$ cat src/rtl/id_ex_reg.sv
// ID/EX pipeline register with stall hold, flush bubble injection and a
// saturating bubble counter for performance debug.
module id_ex_reg #(
   parameter int DATA_W = 32,
   parameter int REG_AW = 5,
   parameter int CNT_W  = 16
) (
   input  logic              clk_i,
   input  logic              rst_i,
   input  logic              stall_i,
   input  logic              flush_i,
   input  logic              valid_i,
   input  logic              cnt_clr_i,
   input  logic              RegDst_i,
   input  logic [1:0]        ALUOp_i,
   input  logic              ALUSrc_i,
   input  logic              RegWrite_i,
   input  logic              MemToReg_i,
   input  logic              MemRead_i,
   input  logic              MemWrite_i,
   input  logic [DATA_W-1:0] rs_data_i,
   input  logic [DATA_W-1:0] rt_data_i,
   input  logic [DATA_W-1:0] imm_i,
   input  logic [REG_AW-1:0] rs_addr_i,
   input  logic [REG_AW-1:0] rt_addr_i,
   input  logic [REG_AW-1:0] rd_addr_i,
   output logic              RegDst_o,
   output logic [1:0]        ALUOp_o,
   output logic              ALUSrc_o,
   output logic              RegWrite_o,
   output logic              MemToReg_o,
   output logic              MemRead_o,
   output logic              MemWrite_o,
   output logic [DATA_W-1:0] rs_data_o,
   output logic [DATA_W-1:0] rt_data_o,
   output logic [DATA_W-1:0] imm_o,
   output logic [REG_AW-1:0] rs_addr_o,
   output logic [REG_AW-1:0] rt_addr_o,
   output logic [REG_AW-1:0] rd_addr_o,
   output logic              valid_o,
   output logic [CNT_W-1:0]  bubble_cnt_o
);

   logic bubble_s;
   logic ctrlEn_s;
   logic cntSat_s;

   // Classify the coming edge: bubble event and whether control may pass
   always_comb begin
      bubble_s = 1'b0;
      ctrlEn_s = 1'b0;
      if (flush_i) begin
         bubble_s = 1'b1;
      end else if (stall_i) begin
         bubble_s = 1'b0;
      end else begin
         bubble_s = ~valid_i;
         ctrlEn_s = valid_i;
      end
   end

   assign cntSat_s = &bubble_cnt_o;

   // Pipeline register: flush beats stall beats load
   always_ff @(posedge clk_i or negedge rst_i) begin
      if (!rst_i) begin
         RegDst_o   <= 1'b0;
         ALUOp_o    <= 2'b00;
         ALUSrc_o   <= 1'b0;
         RegWrite_o <= 1'b0;
         MemToReg_o <= 1'b0;
         MemRead_o  <= 1'b0;
         MemWrite_o <= 1'b0;
         rs_data_o  <= {DATA_W{1'b0}};
         rt_data_o  <= {DATA_W{1'b0}};
         imm_o      <= {DATA_W{1'b0}};
         rs_addr_o  <= {REG_AW{1'b0}};
         rt_addr_o  <= {REG_AW{1'b0}};
         rd_addr_o  <= {REG_AW{1'b0}};
         valid_o    <= 1'b0;
      end else if (flush_i) begin
         RegDst_o   <= 1'b0;
         ALUOp_o    <= 2'b00;
         ALUSrc_o   <= 1'b0;
         RegWrite_o <= 1'b0;
         MemToReg_o <= 1'b0;
         MemRead_o  <= 1'b0;
         MemWrite_o <= 1'b0;
         rs_data_o  <= {DATA_W{1'b0}};
         rt_data_o  <= {DATA_W{1'b0}};
         imm_o      <= {DATA_W{1'b0}};
         rs_addr_o  <= {REG_AW{1'b0}};
         rt_addr_o  <= {REG_AW{1'b0}};
         rd_addr_o  <= {REG_AW{1'b0}};
         valid_o    <= 1'b0;
      end else if (!stall_i) begin
         // An invalid slot keeps its operands but can never write state
         RegDst_o   <= RegDst_i & ctrlEn_s;
         ALUOp_o    <= ALUOp_i & {2{ctrlEn_s}};
         ALUSrc_o   <= ALUSrc_i & ctrlEn_s;
         RegWrite_o <= RegWrite_i & ctrlEn_s;
         MemToReg_o <= MemToReg_i & ctrlEn_s;
         MemRead_o  <= MemRead_i & ctrlEn_s;
         MemWrite_o <= MemWrite_i & ctrlEn_s;
         rs_data_o  <= rs_data_i;
         rt_data_o  <= rt_data_i;
         imm_o      <= imm_i;
         rs_addr_o  <= rs_addr_i;
         rt_addr_o  <= rt_addr_i;
         rd_addr_o  <= rd_addr_i;
         valid_o    <= valid_i;
      end
   end

   // Saturating bubble counter; clear wins over a simultaneous bubble
   always_ff @(posedge clk_i or negedge rst_i) begin
      if (!rst_i) begin
         bubble_cnt_o <= {CNT_W{1'b0}};
      end else if (cnt_clr_i) begin
         bubble_cnt_o <= {CNT_W{1'b0}};
      end else if (bubble_s && !cntSat_s) begin
         bubble_cnt_o <= bubble_cnt_o + {{(CNT_W-1){1'b0}}, 1'b1};
      end
   end

endmodule

$ cat config.mk
export PLATFORM = sky130hd
export DESIGN_NAME = id_ex_reg
export DESIGN_NICKNAME = d
export VERILOG_FILES = /design/src/rtl/id_ex_reg.sv
export SDC_FILE = /design/constraint.sdc
export NUM_CORES = 1
export LEC_CHECK = 0
export ABC_AREA = 1
export CORE_MARGIN = 2
export CORE_UTILIZATION = 45
export CTS_CLUSTER_SIZE = 28
export DETAILED_ROUTE_END_ITERATION = 7
export PLACE_DENSITY = 0.95
export SYNTH_ARGS = -nofsm -noshare
export SYNTH_HDL_FRONTEND = slang
export SYNTH_SLANG_ARGS = --single-unit
$ cat constraint.sdc
create_clock -name clk_i -period 2.4 [get_ports clk_i]
set_input_delay 0.24 -clock clk_i [delete_from_list [all_inputs] [get_ports clk_i]]
set_output_delay 0.24 -clock clk_i [all_outputs]
set_load 0.01 [all_outputs]
==> results of run 1 <==
-- cell type report --
class                           instances  area [µm²]  share of cell area, %
Tap cell                              172       215.2                  2.378
Clock buffer                           22       454.2                  5.019
Timing Repair Buffer                  270        2716                  30.02
Inverter                               14       53.80                 0.5945
Multi-Input combinational cell        478        2106                  23.27
Clock inverter                          9       101.3                  1.120
Sequential cell                       136        3403                  37.61
-- cell usage after synthesis --
cell      instances
nand4_1          11
nor2_4            4
nor2_8            1
nor3_1            1
nor2_1           18
clkbuf_1         37
nand3b_1          2
buf_2             2
dfrtp_1         136
o21bai_1          1
xor2_1            5
ha_1              1
nand2_2           1
inv_1            14
buf_6             1
nand2_1         288
buf_1             3
o21ai_0           1
nand3_1         144
-- per-stage QoR --
stage	hold WS [ps]	cells	util, %	power [mW]
floorplan	-55.59	671	-	2.761
global placement	232.0	1069	67.78	3.308
detailed placement	233.6	1069	67.78	3.325
CTS	345.6	1101	72.30	5.802
global route	352.2	1101	72.30	5.993
finish	347.8	1101	72.30	5.764
-- cells by family (layout without fill, tap and decap cells) --
group,count (synthesis),count (layout),synth area share [%]
xor gates and xnor gates,5,5,0.7648
DFF,136,136,59.44
adders and majority gates,1,1,0.2185
AOI/OAI and AO/OA,2,2,0.2185
and+or+nand+nor,470,470,35.45
buffers and inverters,57,315,3.912
-- placed cells by master (no fill, tap or decap), drive strengths merged --
cell,synthesis,layout
clkinv,0,7
nor2,23,23
clkinvlp,0,1
nor3,1,1
nand4,11,11
o21ai,1,1
o21bai,1,1
clkbuf,37,22
nand3b,2,2
nand3,144,144
buf,6,11
bufinv,0,2
inv,14,13
dlygate4sd3,0,1
clkdlybuf4s50,0,258
ha,1,1
xor2,5,5
nand2,289,289
dfrtp,136,136
-- flip-flops by register name (all words and copies together), names as in the netlist, 2 cells and up --
signal and count:
imm_o 32, rs_data_o 32, rt_data_o 32, bubble_cnt_o 16, rd_addr_o 5, rs_addr_o 5, rt_addr_o 5, ALUOp_o 2
-- routing by layer --
metal	GRT usage, %	wire (µm)	vias up
met2	43.20	8926	250
met5	0	0	-
met3	8.342	1344	45
met4	11.92	545	0
li1	-	-	2651
met1	32.06	6863	2690
-- worst register-to-register path: stages (launching register included) --
cell	delay (ps)
dfrtp_1	420
ha_1	250
nand2_1	120
nor2_4	60
nand2_2	100
nor2_4	50
nor2_4	370
nor2_8	120
nand2_1	90
nand2_1	60
-- path summary, 6_finish.rpt --
check                           cells after the start  slack (ps)             start               end
worst min-delay path                                2         350             rst_i     rt_data_o[25]
worst min register to register                      2         510     rs_data_o[27]     rs_data_o[27]
min in group clk_i                                  5         350           stall_i     rt_data_o[31]
worst max register to register                      9         640   bubble_cnt_o[0]  bubble_cnt_o[10]
worst max-delay path                                1         640  bubble_cnt_o[12]  bubble_cnt_o[12]
max in group asynchronous                           3        1350             rst_i     rt_data_o[15]
-- power breakdown --
part           switching [mW]  internal [mW]
clock network           0.931           1.54
registers              0.0715           2.41
logic                   0.372          0.440
-- timing repair --
item                                   CTS  global route
hold buffers                             1             0
buffers inserted                         0             0
setup endpoints to repair                0             0
endpoints found under the hold margin   53             0
==> impl_summary.log, run 1 <==
[metrics] Gate Count Post-Synth: 671
[metrics] ANT cells: 0
[metrics] sequential fraction of the synthesis area: 59.44%
[metrics] number of buffers added by the clock tree synthesis step: 17
[metrics] leak pwr: 4.406 nW
[metrics] buffer cell driving the clock tree root: clkbuf_16
[metrics] post-layout min period: 1762 ps
[metrics] clock tree from TritonCTS: done
[metrics] cts repair resizes: 0
[metrics] die outline height: 116.8 µm
[metrics] cell-by-cell trace of the critical path: clkdlybuf4s50_1
[metrics] combined area of all synthesized cells: 5725 µm²
[metrics] CTS H-tree depth: 4
[metrics] Die Footprint: 13,640 µm²
[metrics] worst clock skew: 5.872 ps
[metrics] vias in the first global route: 5,536
[metrics] largest buffer count on any clock path: 2
[metrics] final setup margin: 638.2 ps
[metrics] chip width: 116.8 µm
[metrics] startpoint type of the worst setup path: flop
[metrics] Total Negative Setup Slacks: 0 ps
[metrics] Iter 0 DRT Violations: 475
[metrics] CP endpoint kind: output pin
[metrics] I/O pin count: 261
[metrics] Core Footprint: 12,520 µm²
[metrics] slowest stage cell on the critical path: clkdlybuf4s50_1
[metrics] cell types with the largest area share after synthesis: dfrtp_1 59%, nand2_1 19%, nand3_1 13%, clkbuf_1 2.4%, nand4_1 1.2%
[metrics] Final Max Slew Viols: 0
[metrics] fraction of layout cells with a size suffix above 1: 4.952%
[metrics] run status: completed
[metrics] RSZ-0062 raised after global routing: false
[metrics] pwr dens: 636.9 nW/µm²
[metrics] Overflow after GRT: 0
[metrics] peak fanout along the critical path: 8
[metrics] critical path data arrival time: 1520 ps
[metrics] Slew headroom: 48.46%
[metrics] aggregate routed wire length: 17,680 µm
[metrics] type of the most critical hold path: in -> async
[metrics] clock latency at the later pin of the worst-skew pair: 410 ps
[metrics] average size of a mapped cell: 8.533 µm²
[metrics] number of buffer and inverter stages on the critical path: 1
[metrics] Cell variety after synth: 19
[metrics] maximum ir drop on the vdd rail: 439.6 µV
[metrics] post-route standard cell area excluding fillers: 9050 µm²
[metrics] total nets after synthesis: 797
[metrics] final hold violation count: 0
[metrics] number of buffers inserted by port buffering: 260
[metrics] number of core rows: 41
[metrics] overall global routing resource usage: 26.36%
[metrics] vias after detailed routing: 5,636
[metrics] critical path start-end classification: reg -> out
[metrics] final net count: 1,043
[metrics] proportion of netlist area held by the largest area contributor: 59.44%
[metrics] number of flip-flops and latches in the synthesized netlist: 136
[metrics] number of detailed-routing iterations run before antenna repair: 5
[metrics] CP peak stage delay: 610 ps
[metrics] number of endpoints failing setup at the final stage: 0
[metrics] total DRC errors in the routed layout: 0
[metrics] count of maximum capacitance violations: 0
[metrics] count of antenna-violating nets left after detailed routing: 0
[metrics] number of fillers in the final layout: 904
[metrics] detail-routed net length per standard cell: 16.06 µm
[metrics] Cell Area, Placed: 8484 µm²
[metrics] warnings from Yosys: 0
[metrics] required arrival time at the worst endpoint: 2160 ps
[metrics] detailed placement HPWL: 11,940 µm
[metrics] Starting Density: 45.74%
[metrics] maximum number of pins on one net before global-route repair: 71
[metrics] pre-CTS WS: 673.3 ps
[metrics] pin slew with the least headroom to its limit: 773.1 ps
[metrics] cell family with most CP delay: buffers and inverters
[metrics] post-synth top area cell: dfrtp_1
[metrics] number of clock sinks seen by CTS: 136
[metrics] first-pass GRT wire length: 27,700 µm
[metrics] peak clock frequency supported by timing: 567.6 MHz
[metrics] area added between synthesis and finish: 58.06%
[metrics] antenna violations before repair: 0
[metrics] Clock Pin Slew Worst Setup and Hold Paths: 60 ps
[metrics] detailed-route vias per instance: 5.119
[metrics] gp weighted congestion: 0.8943
[metrics] final clock period utilization by the worst path: 73.41%
No activity file was read; power rests on OpenSTA's default activity.
==> run 2, diff against run 1 <==
--- a/config.mk
+++ b/config.mk
@@ -7,10 +7,10 @@
 export LEC_CHECK = 0
 export ABC_AREA = 1
 export CORE_MARGIN = 2
-export CORE_UTILIZATION = 45
+export CORE_UTILIZATION = 42
 export CTS_CLUSTER_SIZE = 28
 export DETAILED_ROUTE_END_ITERATION = 7
-export PLACE_DENSITY = 0.95
+export PLACE_DENSITY = 0.91
 export SYNTH_ARGS = -nofsm -noshare
 export SYNTH_HDL_FRONTEND = slang
 export SYNTH_SLANG_ARGS = --single-unit
==> constraint.sdc (replaced) <==
create_clock -name clk_i -period 1.75 [get_ports clk_i]
set_input_delay 0.175 -clock clk_i [delete_from_list [all_inputs] [get_ports clk_i]]
set_output_delay 0.175 -clock clk_i [all_outputs]
set_load 0.01 [all_outputs]
==> impl_summary.log, run 2 (same netlist as run 1, synthesis figures left out) <==
[metrics] run status: completed
[metrics] CP endpoint kind: flop
[metrics] aggregate routed wire length: 17,860 µm (+1.0%)
[metrics] launch instance of the worst register-to-register path: bubble_cnt_o[11]
[metrics] number of buffers inserted by port buffering: 260 (unchanged)
[metrics] overall global routing resource usage: 24.57% (-1.8 points)
[metrics] clock latency at the later pin of the worst-skew pair: 410 ps (about the same)
[metrics] Worst Hold Launch: stall_i
[metrics] maximum ir drop on the vdd rail: 584.1 µV (+33%)
[metrics] peak clock frequency supported by timing: 594.9 MHz
[metrics] post-CTS repair timing setup buffer count: 0 (unchanged)
[metrics] number of buffer and inverter stages on the critical path: 1 (unchanged)
[metrics] RSZ-0062 raised after global routing: false
[metrics] type of the most critical hold path: in -> reg
[metrics] I/O pin count: 261 (unchanged)
[metrics] total DRC errors in the routed layout: 0 (unchanged)
[metrics] maximum number of pins on one net before global-route repair: 80 (+13%)
[metrics] detailed placement HPWL: 12,300 µm (+3.0%)
[metrics] Slew headroom: 68.67% (+20 points)
[metrics] count of maximum capacitance violations: 0 (unchanged)
[metrics] cell depth of the worst flop-to-flop path: 9 (unchanged)
[metrics] slowest stage cell on the critical path: dfrtp_1
[metrics] Clock Pin Slew Worst Setup and Hold Paths: 50 ps (about the same)
[metrics] CP peak stage delay: 450 ps (-160 ps)
[metrics] final net count: 1,057 (+1.3%)
[metrics] most common library cell in the layout ignoring fill and taps: nand2_1
[metrics] Total Negative Setup Slacks: 0 ps (unchanged)
[metrics] number of endpoints failing setup at the final stage: 0 (unchanged)
[metrics] ANT cells: 0 (unchanged)
[metrics] Final Max Slew Viols: 0 (unchanged)
[metrics] clock tree from TritonCTS: done
[metrics] leak pwr: 4.515 nW (+2.5%)
[metrics] number of core rows: 42 (+2.4%)
[metrics] CP startpoint: bubble_cnt_o[11]
[metrics] setup slack of the most critical reg-to-reg path: 70 ps (-570 ps)
[metrics] count of antenna-violating nets left after detailed routing: 0 (unchanged)
[metrics] antenna violations before repair: 0 (unchanged)
[metrics] required arrival time at the worst endpoint: 2100 ps (-60 ps)
[metrics] largest buffer count on any clock path: 2 (unchanged)
[metrics] Iter 0 DRT Violations: 396 (-17%)
[metrics] minimum hold slack: 188.0 ps (-159.9 ps)
[metrics] number of clock sinks seen by CTS: 136 (unchanged)
[metrics] number of detailed-routing iterations run before antenna repair: 6 (+1)
[metrics] largest registers ranked by flip-flop count: imm_o x32, rs_data_o x32, rt_data_o x32
[metrics] Die Footprint: 14,580 µm² (+6.9%)
[metrics] die outline height: 120.8 µm (+3.4%)
[metrics] cts repair resizes: 0 (unchanged)
[metrics] detail-routed net length per standard cell: 15.95 µm (-0.68%)
[metrics] critical path data arrival time: 2030 ps (+510 ps)
[metrics] pwr dens: 896.0 nW/µm² (+41%)
[metrics] worst clock skew: 1.193 ps (-4.678 ps)
[metrics] pin slew with the least headroom to its limit: 470.0 ps (-303.1 ps)
[metrics] cell-by-cell trace of the critical path: nand2_1 > nor2_1 > nand2_1 > nor2_4 > nor2_4 > buf_12 > nor2_4 > nand2_1 > nand2_1
[metrics] final setup margin: 69.14 ps (-569.1 ps)
[metrics] cell family with most CP delay: simple AND/OR/NAND/NOR gates
[metrics] post-layout min period: 1681 ps
[metrics] pre-CTS WS: 141.3 ps (-531.9 ps)
[metrics] gp weighted congestion: 0.8981 (+0.42%)
[metrics] chip width: 120.8 µm (+3.4%)
[metrics] buffer cell driving the clock tree root: clkbuf_16
[metrics] critical path start-end classification: reg -> reg
[metrics] cell repeated most along the worst path: nand2_1
[metrics] final hold violation count: 0 (unchanged)
[metrics] cell depth of the worst min-delay path: 3
[metrics] R2R Path End: bubble_cnt_o[6]
[metrics] Overflow after GRT: 0 (unchanged)
[metrics] Starting Density: 43.06% (-2.7 points)
[metrics] vias in the first global route: 5,647 (+2.0%)
[metrics] peak fanout along the critical path: 17 (+9)
[metrics] number of buffers added by the clock tree synthesis step: 17 (unchanged)
[metrics] Core Footprint: 13,300 µm² (+6.2%)
[metrics] first-pass GRT wire length: 27,870 µm (+0.60%)
[metrics] area added between synthesis and finish: 62.02%
[metrics] top library cells by usage in the layout, fill and taps aside: 288 x nand2_1, 258 x clkdlybuf4s50_1, 144 x nand3_1
[metrics] Worst Hold Path EP: imm_o[22]
[metrics] CTS H-tree depth: 4 (unchanged)
[metrics] fraction of layout cells with a size suffix above 1: 6.780% (+1.8 points)
[metrics] detailed-route vias per instance: 5.096 (-0.44%)
[metrics] final clock period utilization by the worst path: 96.05%
[metrics] startpoint type of the worst setup path: flop
[metrics] vias after detailed routing: 5,708 (+1.3%)
-- run 2: cell count changes in the layout (fill, tap and decap cells not counted), moves of 2 or more --
cell and change:
buf_4 +10, buf_12 +3, clkbuf_1 -3, clkinvlp_4 +3, bufinv_16 +2, clkinv_2 -2
-- run 2: how the worst max path moves through the flow --
| stage | slack, ps | cells past startpoint | to |
|---|---|---|---|
| 4_1_cts | 70 | 1 | bubble_cnt_o[3] |
| 3_3_place_gp | 170 | 8 | bubble_cnt_o[11] |
| 6_report | 70 | 9 | bubble_cnt_o[6] |
| 5_1_grt | 2 | 10 | bubble_cnt_o[6] |
| 2_1_floorplan | 170 | 9 | bubble_cnt_o[10] |
| 3_5_place_dp | 140 | 10 | bubble_cnt_o[11] |
-- run 2: final cells by class --
class                   count  area (µm²)
multi-input cells         479        2117
inverters                  14       53.80
clock inverters            12       173.9
clock buffers              20       456.7
fillers                   963        4019
well taps                 176       220.2
repair buffers            283        2851
flip-flops and latches    136        3403
-- run 2: metal layers --
metal	up-vias	part of all wire, %	global-route usage [%]	wire, µm
li1	2680	-	-	-
met1	2714	38	28.14	6799
met2	278	50	42.06	9008
met3	36	9.3	9.245	1655
met4	0	2.2	8.721	399
met5	-	0	0	0
-- run 2: where the power goes --
group          switching [mW]  internal, mW
Combinational           0.521         0.626
Clock                    1.32          2.45
Sequential             0.0919          3.30
-- run 2: worst register-to-register path: stages, from the launching register on --
cell and delay, ps:
dfrtp_1 450, nand2_1 120, nor2_1 200, nand2_1 130, nor2_4 120, nor2_4 50, buf_12 160, nor2_4 220
nand2_1 90, nand2_1 70
-- run 2: per-stage QoR --
step                      power (mW)  cell area (µm²)  std cells  util (%)
final                          8.311             9276       1120     69.77
after CTS                      8.375             9265       1119     69.69
after global routing           8.639             9276       1120     69.77
after detailed placement       4.591             8625       1086     64.87
after global placement         4.565             8625       1086     64.87
after floorplan                3.787             5725        671         -
-- run 2: timing repair --
| action | 4_1_cts | 5_1_grt |
|---|---|---|
| hold endpoints to repair | 46 | 0 |
| hold buffers | 1 | 0 |
| endpoints found under the setup margin | 0 | 9 |
